`config.mk`:
```
export PLATFORM = sky130hd
export DESIGN_NAME = boot_request
export DESIGN_NICKNAME = d
export VERILOG_FILES = /design/src/rtl/boot_pkg.sv /design/src/rtl/sync2.sv /design/src/rtl/boot_request.sv
export SDC_FILE = /design/constraint.sdc
export NUM_CORES = 1
export LEC_CHECK = 0
export CAP_MARGIN = 20
export CORE_MARGIN = 4
export CORE_UTILIZATION = 50
export DETAILED_ROUTE_END_ITERATION = 8
export HOLD_SLACK_MARGIN = 0.02
export PLACE_DENSITY = 0.67
export SLEW_MARGIN = 25
export SYNTH_ARGS = -nofsm -noshare
export SYNTH_HDL_FRONTEND = slang
export SYNTH_SLANG_ARGS = --single-unit
export TNS_END_PERCENT = 100
```
`constraint.sdc`:
```
create_clock -name clock -period 4 [get_ports clock]
set_input_delay 0.8 -clock clock [delete_from_list [all_inputs] [get_ports clock]]
set_output_delay 0.8 -clock clock [all_outputs]
set_load 0.05 [all_outputs]
```
`src/rtl/boot_pkg.sv`:
```
// boot_pkg: shared definitions for the reboot request block.
// Holds the FSM state encoding and the I/O boot magic value.
package boot_pkg;

    typedef enum logic [1:0] {
        ST_IDLE,
        ST_HOLD,
        ST_FIRE,
        ST_DONE
    } state_t;

    localparam logic [7:0] BOOT_MAGIC = 8'hB0;

endpackage

```
`src/rtl/sync2.sv`:
```
// sync2: 1-bit two-flop synchronizer, async active-low reset.
// Ports: clk, rst_n, d (async in), q (synced out, 2 clocks later).
module sync2 (
    input  logic clk,
    input  logic rst_n,
    input  logic d,
    output logic q
);

    logic s1_q;
    logic s2_q;

    always_ff @(posedge clk or negedge rst_n) begin
        if (!rst_n) begin
            s1_q <= 1'b0;
            s2_q <= 1'b0;
        end else begin
            s1_q <= d;
            s2_q <= s1_q;
        end
    end

    assign q = s2_q;

endmodule

```
`src/rtl/boot_request.sv`:
```
// boot_request: key-combo / CPU-port reboot request generator.
// Ports: clock, reset (async, active-low), combo (async level),
//   io_wr/io_sel/io_data (CPU boot port), boot (pulse), busy.
// Macro BOOT_IO_EN enables the CPU port trigger (data == BOOT_MAGIC).
module boot_request
    import boot_pkg::*;
#(
    parameter logic [23:0] HOLD_CYCLES  = 24'd7000000,
    parameter logic [7:0]  PULSE_CYCLES = 8'd8
) (
    input  logic       clock,
    input  logic       reset,
    input  logic       combo,
    input  logic       io_wr,
    input  logic       io_sel,
    input  logic [7:0] io_data,
    output logic       boot,
    output logic       busy
);

    localparam logic [7:0] PULSE_LAST = PULSE_CYCLES - 8'd1;

    logic combo_s;

    sync2 u_sync (
        .clk   (clock),
        .rst_n (reset),
        .d     (combo),
        .q     (combo_s)
    );

    logic io_trig;

`ifdef BOOT_IO_EN
    logic trig_q;
    logic trig_d;

    assign trig_d = io_wr && io_sel && (io_data == BOOT_MAGIC);

    // One register stage keeps the outputs free of any input path.
    always_ff @(posedge clock or negedge reset) begin
        if (!reset) begin
            trig_q <= 1'b0;
        end else begin
            trig_q <= trig_d;
        end
    end

    assign io_trig = trig_q;
`else
    logic unused_io;

    assign unused_io = ^{io_wr, io_sel, io_data};
    assign io_trig   = 1'b0;
`endif

    state_t      state_q, state_d;
    logic [23:0] hold_q, hold_d;
    logic [7:0]  pulse_q, pulse_d;
    logic        boot_q, boot_d;
    logic        busy_q, busy_d;
    logic        hold_done;

    // The clock entering HOLD is the first held sample, so the
    // count reaches HOLD_CYCLES-1 on this clock when hold_q+1 does.
    assign hold_done = ({1'b0, hold_q} + 25'd2) >= {1'b0, HOLD_CYCLES};

    always_comb begin
        state_d = state_q;
        hold_d  = hold_q;
        pulse_d = pulse_q;
        boot_d  = boot_q;
        busy_d  = busy_q;
        unique case (state_q)
            ST_IDLE: begin
                if (io_trig) begin
                    state_d = ST_FIRE;
                end else if (combo_s) begin
                    state_d = ST_HOLD;
                    hold_d  = 24'd0;
                end
            end
            ST_HOLD: begin
                if (io_trig) begin
                    state_d = ST_FIRE;
                end else if (!combo_s) begin
                    state_d = ST_IDLE;
                    hold_d  = 24'd0;
                end else if (hold_done) begin
                    state_d = ST_FIRE;
                end else begin
                    hold_d = hold_q + 24'd1;
                end
            end
            ST_FIRE: begin
                if (pulse_q == PULSE_LAST) begin
                    state_d = ST_DONE;
                    boot_d  = 1'b0;
                end else begin
                    pulse_d = pulse_q + 8'd1;
                end
            end
            ST_DONE: begin
                boot_d = 1'b0;
            end
        endcase
        // Entry into FIRE, from either trigger source.
        if (state_d == ST_FIRE && state_q != ST_FIRE) begin
            hold_d  = 24'd0;
            pulse_d = 8'd0;
            boot_d  = 1'b1;
            busy_d  = 1'b1;
        end
    end

    always_ff @(posedge clock or negedge reset) begin
        if (!reset) begin
            state_q <= ST_IDLE;
            hold_q  <= 24'd0;
            pulse_q <= 8'd0;
            boot_q  <= 1'b0;
            busy_q  <= 1'b0;
        end else begin
            state_q <= state_d;
            hold_q  <= hold_d;
            pulse_q <= pulse_d;
            boot_q  <= boot_d;
            busy_q  <= busy_d;
        end
    end

    assign boot = boot_q;
    assign busy = busy_q;

endmodule

```
==> results of run 1 <==
cell usage in the layout, fill, tap and decap left out, drive strengths merged, types with 2 or more instances in the layout:
cell type,count
dfrtp,38
nand2,33
nand4,30
nor2,22
nand3,16
o311ai,13
inv,10
o21ai,8
a31oi,6
clkbuf,6
nand2b,5
nor3,5
nor4,5
mux2i,5
xor2,5
and4,5
and2,5
or2,5
xnor2,4
ha,4
and3,3
a21oi,3
a221o,3
clkdlybuf4s50,3
nor4b,2
nand4b,2
or3,2
o31ai,2
o2bb2ai,2
o22ai,2
or4,2
buf,2
cell families (layout without fill, tap and decap cells):
| family | after synthesis | count (layout) | share of synthesized area |
|---|---|---|---|
| xor+xnor | 9 | 9 | 0.0319 |
| simple gates | 144 | 144 | 0.323 |
| buf+inv | 30 | 21 | 0.0633 |
| fa+ha+maj | 4 | 4 | 0.0203 |
| flops | 38 | 38 | 0.385 |
| compound gates | 48 | 48 | 0.152 |
| mux | 6 | 6 | 0.0248 |
metal layers:
metal / vias to the layer above / GRT usage / part of all wire
li1: 1041 / - / -
met4: 0 / 0.0752 / 0.012
met1: 1022 / 0.232 / 0.46
met2: 31 / 0.332 / 0.50
met3: 7 / 0.0413 / 0.029
met5: - / 0 / 0
per-stage QoR:
stage                     power (mW)  hold WS, ns  std cells  setup WS (ns)  instance area [sq um]
final                          0.713        0.353        337          0.802                   2560
after global routing           0.744        0.371        337          0.599                   2560
after CTS                      0.723        0.358        337          0.822                   2560
after detailed placement       0.458        0.341        331          0.850                   2480
after global placement         0.457        0.336        331          0.879                   2480
after floorplan                0.438        0.331        279           1.40                   2470
worst max-delay path by stage:
stage,from,end,slack (ns),depth (start not counted)
floorplan,hold_q[1],hold_q[19],1.40,8
global placement,hold_q[1],pulse_q[1],0.88,8
detailed placement,hold_q[1],pulse_q[1],0.85,8
CTS,hold_q[1],pulse_q[1],0.82,8
global route,hold_q[1],pulse_q[1],0.60,8
finish,hold_q[1],pulse_q[1],0.80,8
report_power, final:
group          leakage, nW  switching, mW  total (mW)  internal [mW]
clock network       0.0431          0.130       0.263          0.133
logic                0.402         0.0385      0.0511         0.0126
registers            0.523        0.00928       0.399          0.390
layout make-up:
| cell class | instances | area [sq um] |
|---|---|---|
| clock buffer | 6 | 82.6 |
| fill | 457 | 2190 |
| inverter | 10 | 37.5 |
| multi-input combinational | 211 | 1360 |
| sequential | 38 | 951 |
| tap | 67 | 83.8 |
| timing repair buffer | 5 | 42.5 |
flip-flops by register name, indices dropped and copies added (netlist names):
name,flops
hold_q,24
state_q,2
busy,1
u_sync.s1_q,1
pulse_q,8
u_sync.q,1
boot,1
==> results.md, run 1 <==
- Post-synth cell types: 55
- Worst slew margin relative to its limit: 0.335
- Total routed wirelength: 5.46 mm
- Initial antenna violation count: 0
- Total number of vias: around 2,100
- Largest area contributor in the netlist: sky130_fd_sc_hd__dfrtp_1
- Count of hold buffers inserted by post-cts repair: 0
- Remaining global-route overflow: 0
- Clk sink count: 38
- Average wire per standard cell: about 16 um
- Setup Total Neg Slack: 0 ns
- Max Freq: 313 MHz
- Per-instance average area after synthesis: 8.86 sq um
- # DRC: 0
- Post-synthesis sequential element count: 38
- Hold depth: 0
- Max-cap violation count: 0
- Global router's overall resource usage: 0.192
- Cells along the critical path: ha_1 > nand4_1 > or4_4 > a221oi_2 > o21ai_1 > o221ai_1 > and2_1 > o21ai_1
- Transition time at the pin with the least slew margin: 0.997 ns
- Vias in the first global route: 2,069
- Final weighted congestion in routability-driven placement: 0.911
- Worst endpoint data arrival time: 3.35 ns
- Maximum fanout count along the critical path: 10
- Capture point of the worst reg-to-reg path: pulse_q[1]
- Worst Reg-to-Reg Cells: 8
- Total number of nets in the final design: 288
- Worst path bufs/invs: 0
- Setup slack of the worst register-to-register path: 0.80 ns
- Clock tree from TritonCTS: built
- Source of the worst hold timing path: u_sync.s1_q
- Final slew viol count: 0
- Wire length of the first global-routing pass: 9.43 mm
- Most instantiated library cell after synthesis: sky130_fd_sc_hd__dfrtp_1
- Average via count per standard cell: 6.23
- Pin count of the biggest net entering global routing: 39
- Number of ports placed on the die boundary: 15
- Clock buffers created by TritonCTS: 5
- Vertical die dimension: 78.3 um
- Worst supply voltage drop on vdd: 0.201 mV
- Reg2reg start: hold_q[1]
- Setup Crit Path Kind: flip-flop to flip-flop
- Post-cts gate resize count: 0
- Sort of element at the end of the critical path: flip-flop
- Post-synth top cells: sky130_fd_sc_hd__dfrtp_1, sky130_fd_sc_hd__nand2_1, sky130_fd_sc_hd__nand4_1
- Final Cycle Share: 0.799
- Share of synthesized area occupied by flip-flops and latches: 0.385
- Core footprint: 4750 sq um
- Fin crit period: 3.20 ns
- Slowest cell delay on critical path: 0.58 ns
- CP max stage cell: sky130_fd_sc_hd__or4_4
- Ratio of total power to cell area: 279 nW/um^2
- Number of enable-type register cells in the synthesized netlist: 0
- Type of the worst min-delay path: flip-flop to flip-flop
- Synthesized Nets: a little under 300
- Post-Synthesis Cell Area: 2470 sq um
- Worst clock skew: around 0.010 ns
- P&R area growth vs syn: 3.65%
- Detailed placement HPWL: 3.68 mm
- Dominant cells by area after synthesis: sky130_fd_sc_hd__dfrtp_1, sky130_fd_sc_hd__nand4_1, sky130_fd_sc_hd__nand2_1
- Gate Count Post-Synth: 279
- Count of endpoints failing hold in the final timing report: 0
- Async S/R FF share, synth: 1.00
- Clock latency on the worst-skew pair: between 0.2 and 0.3 ns
- Fraction of the core area covered by cells at the end of the flow: 0.539
- Cell at the root of the clock tree: sky130_fd_sc_hd__clkbuf_8
- CTS clock-pin slew for the worst setup and hold paths: 0.08 ns
- Status: complete, no violations
- Share of final-layout standard cells stronger than drive strength 1: 0.0667
- Cell with the most instances on the worst path: sky130_fd_sc_hd__o21ai_1
- Clock H-tree levels: 2
- Count of inserted antenna diode cells: 0
- Final setup violation count: 0
- Initial Utilization: 0.520
- Placement Rows: 25
- Startpoint types: flip-flop
- Leading register cell type out of synthesis: sky130_fd_sc_hd__dfrtp_1
- Cell family contributing the most delay on the critical path: simple AND/OR/NAND/NOR gates
- Number of buffers on the longest clock path: 2
- Leakage dissipation: 0.968 nW
- Unrepaired setup endpoints after global routing: no
- Number of buffers added on ports: 4
- Number of warnings reported in the yosys synthesis log: 0
- Number of setup buffers added after CTS: 0
- Data required time at the worst endpoint: 4.16 ns
- Number of antenna-violating nets in the routed design: 0
- Endpoint, Worst Hold: u_sync.q
- Die W: 78.3 um
- Drt first-iter violations: around 130
- Iteration count of the initial detailed-routing pass: 4
- Die area: 6130 sq um
- Portion of synthesized cell area occupied by the leading cell type: 0.385
Note: power is estimated with default switching activity, not from simulation.
==> run 2, diff against run 1 <==
- PLACE_DENSITY: 0.67 -> 0.7
- clock period: 4 -> 2.6 ns (I/O delays scaled with it)
==> results.md, run 2 (synthesis results as in run 1) <==
- Status: complete, no violations
- Worst endpoint data arrival time: 2.73 ns
- P&R area growth vs syn: 25.2%
- Fraction of the core area covered by cells at the end of the flow: 0.651
- Vias in the first global route: ~2,300
- Reg2reg start: hold_q[13]
- Type of the worst min-delay path: input port to asynchronous set/reset pin
- Clock latency on the worst-skew pair: 0.30 ns
- Worst clock skew: 0.00736 ns
- Pin count of the biggest net entering global routing: 39
- Final setup violation count: 0
- Total number of nets in the final design: 340
- Placement Rows: 25
- Number of buffers added on ports: 4
- Clock tree from TritonCTS: built
- Leakage dissipation: approximately 1.3 nW
- Count of hold buffers inserted by post-cts repair: 0
- Initial Utilization: 0.520
- Number of antenna-violating nets in the routed design: 0
- Worst slew margin relative to its limit: 0.420
- Global router's overall resource usage: 0.221
- Commonest non-fill, non-tap cell in the layout: sky130_fd_sc_hd__buf_4
- Worst supply voltage drop on vdd: 0.368 mV
- Final weighted congestion in routability-driven placement: 0.822
- Worst setup slack after placement: 0.0414 ns
- Core footprint: 4750 sq um
- Number of ports placed on the die boundary: 15
- Ratio of total power to cell area: 426 nW/um^2
- Clock buffers created by TritonCTS: 5
- Clock H-tree levels: 2
- Initial antenna violation count: 0
- Total number of vias: 2,377
- Remaining global-route overflow: 0
- Die area: approximately 6100 sq um
- Commonest cells after routing, fill and taps aside: sky130_fd_sc_hd__buf_4, sky130_fd_sc_hd__dfrtp_1, sky130_fd_sc_hd__nand2_1
- Average via count per standard cell: approximately 6
- Final slew viol count: 0
- Clk sink count: 38
- Drt first-iter violations: 171
- Detailed placement HPWL: 4.47 mm
- Maximum fanout count along the critical path: 5
- Count of endpoints failing hold in the final timing report: 0
- Fin crit period: around 2.5 ns
- Max-cap violation count: 0
- Vertical die dimension: slightly below 80 um
- Cell at the root of the clock tree: sky130_fd_sc_hd__clkbuf_8
- Number of buffers on the longest clock path: 2
- Final WS setup: around 0.054 ns
- Post-route non-filler standard cell count: ~390
- # DRC: 0
- Max Freq: around 400 MHz
- Startpoint of the worst setup timing path: hold_q[13]
- Final Cycle Share: 0.979
- Total power: roughly 1.3 mW
- Die W: 78.3 um
- Register name with the most flops: hold_q
- Iteration count of the initial detailed-routing pass: 4
- Largest registers in the final layout: hold_q: 24 flops, pulse_q: 8 flops, state_q: 2 flops
- Setup Crit Path Kind: flip-flop to flip-flop
- Count of inserted antenna diode cells: 0
- Setup Total Neg Slack: 0 ns
- Data required time at the worst endpoint: 2.78 ns
- Average wire per standard cell: approximately 16 um
- DP Cell Count: 377
- Total routed wirelength: 6.40 mm
- Wire length of the first global-routing pass: 10.7 mm
- Share of final-layout standard cells stronger than drive strength 1: 0.275
- Flip-flop count of the largest register after layout: 24
- CTS clock-pin slew for the worst setup and hold paths: 0.08 ns
- Sort of element at the end of the critical path: flip-flop
- Startpoint types: flip-flop
- Transition time at the pin with the least slew margin: between 0.8 and 0.9 ns
-- run 2: path summary, 6_finish.rpt --
check | end | slack [ns] | cells after the start
max | hold_q[19] | 0.05 | 9
min | hold_q[1] | 0.34 | 1
max reg2reg | hold_q[19] | 0.05 | 9
min reg2reg | u_sync.q | 0.37 | 0
max in group asynchronous | hold_q[1] | 1.68 | 1
min in group clock | u_sync.q | 0.37 | 0
-- run 2: layout make-up --
| cell class | count | area (sq um) |
|---|---|---|
| Clock inverter | 3 | 68.8 |
| Fill cell | 409 | 1660 |
| Sequential cell | 38 | 952 |
| Inverter | 10 | 37.5 |
| Multi-Input combinational cell | 211 | 1450 |
| Timing Repair Buffer | 57 | 433 |
| Clock buffer | 5 | 68.8 |
| Tap cell | 67 | 83.8 |
-- run 2: timing repair --
action	4_1_cts	5_1_grt
buffers inserted	0	6
resized for setup	0	18
setup endpoints to repair	0	34
-- run 2: where the power goes --
part	switching, mW	internal [mW]
Combinational	0.0724	0.0326
Sequential	0.00598	0.599
Clock	0.225	0.385
-- run 2: critical path, stage by stage (launching register included) --
cell	delay, ns
sky130_fd_sc_hd__dfrtp_1	0.42
sky130_fd_sc_hd__nand4_1	0.25
sky130_fd_sc_hd__nor4_1	0.34
sky130_fd_sc_hd__buf_4	0.18
sky130_fd_sc_hd__nand4_1	0.14
sky130_fd_sc_hd__a221oi_4	0.26
sky130_fd_sc_hd__o21ai_2	0.10
sky130_fd_sc_hd__o221a_4	0.26
sky130_fd_sc_hd__and2_4	0.16
sky130_fd_sc_hd__a221o_1	0.32
-- run 2: layer usage --
metal  GRT usage  routed length (um)  vias to the layer above
met5           0                   0                        -
met4      0.0822                  91                        0
met3      0.0413                 334                       10
met2       0.346                2950                       72
met1       0.305                3030                     1159
li1            -                   -                     1136
-- run 2: through the flow --
step,hold slack (ns),instance area (sq um)
5_1_grt,0.376,3090
3_3_place_gp,0.336,2830
6_report,0.335,3090
2_1_floorplan,0.224,2470
4_1_cts,0.367,2960
3_5_place_dp,0.350,2830
